File: src/rtl/jtcop_dec_pkg.sv
// Target codes for the BAC06 select table and the selector-state helper.
package jtcop_dec_pkg;

  localparam logic [3:0] TGT_NONE   = 4'd0;
  localparam int         TGT_MODE   = 1;
  localparam int         TGT_SFT    = 2;
  localparam int         TGT_MAP    = 3;
  localparam int         TGT_STRIDE = 3;

  function automatic int states(input int msw);
    return 1 << msw;
  endfunction

  // Code 0 is reserved for "no select", so chip k occupies codes 1+3k..3+3k
  function automatic logic [3:0] tgt_code(input int chip, input int off);
    return 4'(TGT_STRIDE * chip + off);
  endfunction

endpackage

File: src/rtl/jtcop_edge.sv
// Level-change detector; qualify chg with din for rising, with ~din for falling.
module jtcop_edge (
  input  logic clk,
  input  logic rst_n,
  input  logic din,
  output logic chg
);

  logic din_l;

  always_ff @(posedge clk or negedge rst_n) begin
    if (!rst_n) din_l <= 1'b0;
    else        din_l <= din;
  end

  assign chg = din ^ din_l;

endmodule

File: src/rtl/jtcop_mapsel_dec.sv
// BAC06 chip-select decoder with rotating map selector and VBL strobes.
// Optional selector readback port enabled by JTCOP_MAPSEL_RD_EN.
module jtcop_mapsel_dec
  import jtcop_dec_pkg::*;
#(
  parameter int                           N_CHIPS   = 3,
  parameter int                           MSW       = 2,
  parameter logic [7:0]                   BASE      = 8'h24,
  parameter logic [2:0]                   UP_SLOT   = 3'd2,
  parameter logic [2:0]                   CLR_SLOT  = 3'd5,
  parameter logic [32*states(MSW)-1:0]    MAP_TABLE = 128'h032A_1987_0000_0654_F019_0000_8765_4321
) (
  input  logic                   clk,
  input  logic                   rst_n,
  input  logic [23:1]            A,
  input  logic                   ASn,
  input  logic                   RnW,
  input  logic                   LVBL,
  output logic [3*N_CHIPS-1:0]   chip_cs,
  output logic                   disp_cs,
  output logic [MSW-1:0]         mapsel,
  output logic                   vint_clr,
  output logic                   obj_copy
`ifdef JTCOP_MAPSEL_RD_EN
  ,
  output logic [15:0]            rd_data
`endif
);

  logic       hit, up_cs, clr_cs, dec_en;
  logic [2:0] slot;
  logic [3:0] code;
  logic       up_chg, clr_chg, vbl_chg;
  logic       up_rise, clr_rise;
  logic       armed;
  logic       unused_a;

  assign hit    = !ASn && (A[23:16] == BASE);
  assign slot   = A[15:13];
  assign up_cs  = hit && (slot == UP_SLOT) && RnW;
  assign clr_cs = hit && (slot == CLR_SLOT) && !RnW;
  assign dec_en = hit && (slot != UP_SLOT) && (slot != CLR_SLOT);
  assign code   = MAP_TABLE[{slot, mapsel, 2'b00} +: 4];

  assign unused_a = ^A[12:1];

  always_comb begin
    chip_cs = '0;
    disp_cs = 1'b0;
    for (int k = 0; k < N_CHIPS; k++) begin
      chip_cs[3*k]   = dec_en && (code != TGT_NONE) && (code == tgt_code(k, TGT_MODE));
      chip_cs[3*k+1] = dec_en && (code != TGT_NONE) && (code == tgt_code(k, TGT_SFT));
      chip_cs[3*k+2] = dec_en && (code != TGT_NONE) && (code == tgt_code(k, TGT_MAP));
    end
    for (int k = 0; k < N_CHIPS; k++)
      disp_cs = disp_cs | chip_cs[3*k+1] | chip_cs[3*k+2];
  end

  jtcop_edge u_up  (.clk(clk), .rst_n(rst_n), .din(up_cs),  .chg(up_chg));
  jtcop_edge u_clr (.clk(clk), .rst_n(rst_n), .din(clr_cs), .chg(clr_chg));
  jtcop_edge u_vbl (.clk(clk), .rst_n(rst_n), .din(LVBL),   .chg(vbl_chg));

  assign up_rise  = up_cs  & up_chg;
  assign clr_rise = clr_cs & clr_chg;

  // Counting on the select edge means a held strobe advances only once
  always_ff @(posedge clk or negedge rst_n) begin
    if (!rst_n)        mapsel <= '0;
    else if (clr_rise) mapsel <= '0;
    else if (up_rise)  mapsel <= mapsel + MSW'(1);
  end

  // armed masks the spurious edge seen against the reset value of the LVBL history
  always_ff @(posedge clk or negedge rst_n) begin
    if (!rst_n) begin
      armed    <= 1'b0;
      vint_clr <= 1'b0;
      obj_copy <= 1'b0;
    end else begin
      armed    <= 1'b1;
      vint_clr <= armed & vbl_chg & LVBL;
      obj_copy <= armed & vbl_chg & ~LVBL;
    end
  end

`ifdef JTCOP_MAPSEL_RD_EN
  assign rd_data = (hit && RnW && (slot == CLR_SLOT || slot == UP_SLOT)) ? 16'(mapsel) : 16'h0000;
`endif

endmodule

File: config.mk
export PLATFORM = sky130hd
export DESIGN_NAME = jtcop_mapsel_dec
export DESIGN_NICKNAME = d
export VERILOG_FILES = /design/src/rtl/jtcop_dec_pkg.sv /design/src/rtl/jtcop_edge.sv /design/src/rtl/jtcop_mapsel_dec.sv
export SDC_FILE = /design/constraint.sdc
export NUM_CORES = 1
export LEC_CHECK = 0
export CAP_MARGIN = 20
export CORE_AREA = 8 8 45 47
export DETAILED_ROUTE_END_ITERATION = 8
export DIE_AREA = 0 0 53 55
export DONT_BUFFER_PORTS = 1
export PLACE_DENSITY = 0.76
export SLEW_MARGIN = 25
export SYNTH_ARGS = -nofsm -noshare
export SYNTH_HDL_FRONTEND = slang
export SYNTH_SLANG_ARGS = --single-unit
File: constraint.sdc
create_clock -name clk -period 4.5 [get_ports clk]
set_input_delay 0.9 -clock clk [delete_from_list [all_inputs] [get_ports clk]]
set_output_delay 0.9 -clock clk [all_outputs]
set_load 0.01 [all_outputs]
==> impl_metrics.toml <==
[global_routing]
wire_length_of_the_first_global_routing_pass_mm = 2.51
first_global_vias = 616
grt.overflow.total = 0
grt.total_usage = 0.110
antenna_found_initial = 0
largest_net_degree_at_the_start_of_global_routing = 16

[die]
number_of_core_rows = 14
floorplan.initialDensity = 0.540
die_height_microns = 55
die_area_sq_um = 2920
core_sq_um = 1380
floorplan.io_pins = 42
floorplan.die.width_microns = 53

[timing]
fmax_mhz = 309
hold_viol = 0
tightestPinTransition_ns = 0.502
tns_ns = 0
drv_slew = 0
slew-limit-headroom = 0.664
rsz0062_at_grt = "false"
layout_worst_path_cycle_share = 0.719
fin_worst_skew_ns = 0.00102
setup-violations-final = 0
finalCriticalPeriod_ns = 3.24
fin_worst_hold_slack_ns = 0.353

[synth]
ys_seq_area_frac = 0.268
synth_seq_cells = 8
synthesis.instances = 91
synth-edff-count = 0
synth_area_sq_um = 747
synthDistinctLibCells = 35
syn_nets = 125
share_of_async_settable_or_async_resettable_flops_after_synthesis = 1.00
syn-mean-instance-area_sq_um = 8.21
ys.flop_type = "sky130_fd_sc_hd__dfrtp_1"
ys_warn_count = 0

[setup_path]
arrival_ns = 2.34
critPathLaunch = "mapsel[0]$_DFFE_PN0P_"
critical_path.reg2reg.startpoint = "mapsel[0]$_DFFE_PN0P_"
end_kind = "output port"
path_max_fanout = 6
timing.critical_path.from_type = "flip-flop"
critical_path_class = "flip-flop to output port"
critical_path_required_ns = 3.60
reg2reg_slack_ns = 3.20

[clock_network]
clock_latency_ns = 0.24
cts_max_level = 1
cts.root.buffer_cell = "sky130_fd_sc_hd__clkbuf_4"
cts_max_path_buffers = 2
clk_pin_slew_ns = 0.05
hold_buffers = 0
cts-buffers-inserted = 3
post_cts_resized = 0
cts_tree = "built"
clock-sinks = 8
cts_post_setup_buffers_inserted = 0

[route]
post_drt_wl_per_cell_microns = 14.4
wl_met1_microns = 637
drc = 0
detail_route.wirelength_mm = 1.54
met2WireLength_microns = 755
via_count = 637
post_detailed_route_count_of_antenna_violating_nets = 0
drt-vias-per-instance = 5.95
dr.first_iter.drc_count = 15
wl_met3_microns = 147
drtPass1Iterations = 4
top_signal_layer_used = "met3"

[pwr]
vdd.ir_drop.worst_mv = 0.128
leakage_uw = 0.000322
pwr_density_cell_nw_per_um2 = 195

[hold_path]
worstHoldPathType = "input pin to async pin"

[finish]
most_common_library_cell_in_the_layout_ignoring_fill_and_taps = "sky130_fd_sc_hd__nor2_1"
most_frequent_cells_in_the_layout = "sky130_fd_sc_hd__nor2_1, sky130_fd_sc_hd__dfrtp_1, sky130_fd_sc_hd__nand2_1, sky130_fd_sc_hd__ha_1"
postLayoutCellArea_sq_um = 769
drive_above_1_share = 0.121
antenna_cells = 0
total_nets_final = 127
syn2layout_area_growth_pct = 3.02

[placed_design]
io_buffers = 0
placement.cell_area_sq_um = 747
post_detailed_placement_half_perimeter_wirelength_mm = 1.28
gp_congestion = 0.781

[status]
outcome = "completed"

[job]
max_cap_viol_count = 0
[critical path: stages, from the launching register on]
cell and delay [ns]:
sky130_fd_sc_hd__dfrtp_1 0.49, sky130_fd_sc_hd__inv_1 0.13, sky130_fd_sc_hd__ha_1 0.24, sky130_fd_sc_hd__nand2b_1 0.18
sky130_fd_sc_hd__a32o_1 0.28, sky130_fd_sc_hd__mux2i_1 0.25, sky130_fd_sc_hd__o21ai_0 0.15, sky130_fd_sc_hd__a221oi_2 0.39
[power by group]
group          internal, uW  total (uW)  switching, uW  leakage (uW)
sequential             74.0        75.6           1.60      0.000101
clock                  30.2        49.4           19.3     0.0000138
combinational          11.3        24.8           13.5      0.000207
total                   115         150           34.4      0.000322
[Yosys cell counts, types with 3 or more instances]
cell	n	share of area
sky130_fd_sc_hd__dfrtp_1	8	0.27
sky130_fd_sc_hd__ha_1	6	0.10
sky130_fd_sc_hd__nor2b_1	5	0.042
sky130_fd_sc_hd__nand2_1	6	0.030
sky130_fd_sc_hd__nand2b_1	3	0.025
sky130_fd_sc_hd__nor2_1	17	0.085
sky130_fd_sc_hd__inv_1	5	0.025
sky130_fd_sc_hd__nand3b_1	3	0.030
[worst paths after layout]
| check | to | cells past startpoint |
|---|---|---|
| max in group asynchronous | armed$_DFF_PN0_ | 0 |
| min | u_clr.din_l$_DFF_PN0_ | 0 |
| min reg2reg | vint_clr$_DFF_PN0_ | 1 |
| min in group clk | vint_clr$_DFF_PN0_ | 1 |
| max | disp_cs | 7 |
| max reg2reg | mapsel[1]$_DFFE_PN0P_ | 4 |
[flip-flops by register name, summed over array words and instances (netlist names)]
name / cells
vint_clr: 1
obj_copy: 1
u_vbl.din_l: 1
mapsel: 2
u_up.din_l: 1
u_clr.din_l: 1
armed: 1
[layout make-up]
| class | count | area [sq um] |
|---|---|---|
| Fill cell | 125 | 614 |
| Multi-Input combinational cell | 74 | 504 |
| Sequential cell | 8 | 200 |
| Clock buffer | 3 | 22.5 |
| Inverter | 6 | 22.5 |
| Tap cell | 16 | 20.0 |
[cell families after synthesis]
family,count (synthesis),share of synthesized area
AO/OA/AOI/OAI,15,0.179
multiplexers,3,0.0419
flip-flops,8,0.268
buffers and inverters,9,0.0569
XOR/XNOR,2,0.0235
adder cells (fa/ha/maj),6,0.100
other,1,0.00502
AND/OR/NAND/NOR,47,0.325
[metal layers]
layer | vias up | GRT usage
met5 | - | 0
met3 | 0 | 0.0428
met1 | 295 | 0.112
met2 | 22 | 0.189
li1 | 320 | -
met4 | 0 | 0.0603
[per-stage QoR]
step                       util  std cells  worst slack, ns  total power, uW
after floorplan               -         91             1.48              102
after CTS                 0.556        107             1.22              153
after detailed placement  0.540        104             1.40              101
after global routing      0.556        107             1.06              160
after global placement    0.540        104             1.41              100
final                     0.556        107             1.26              150
No activity file was read; power rests on OpenSTA's default activity.
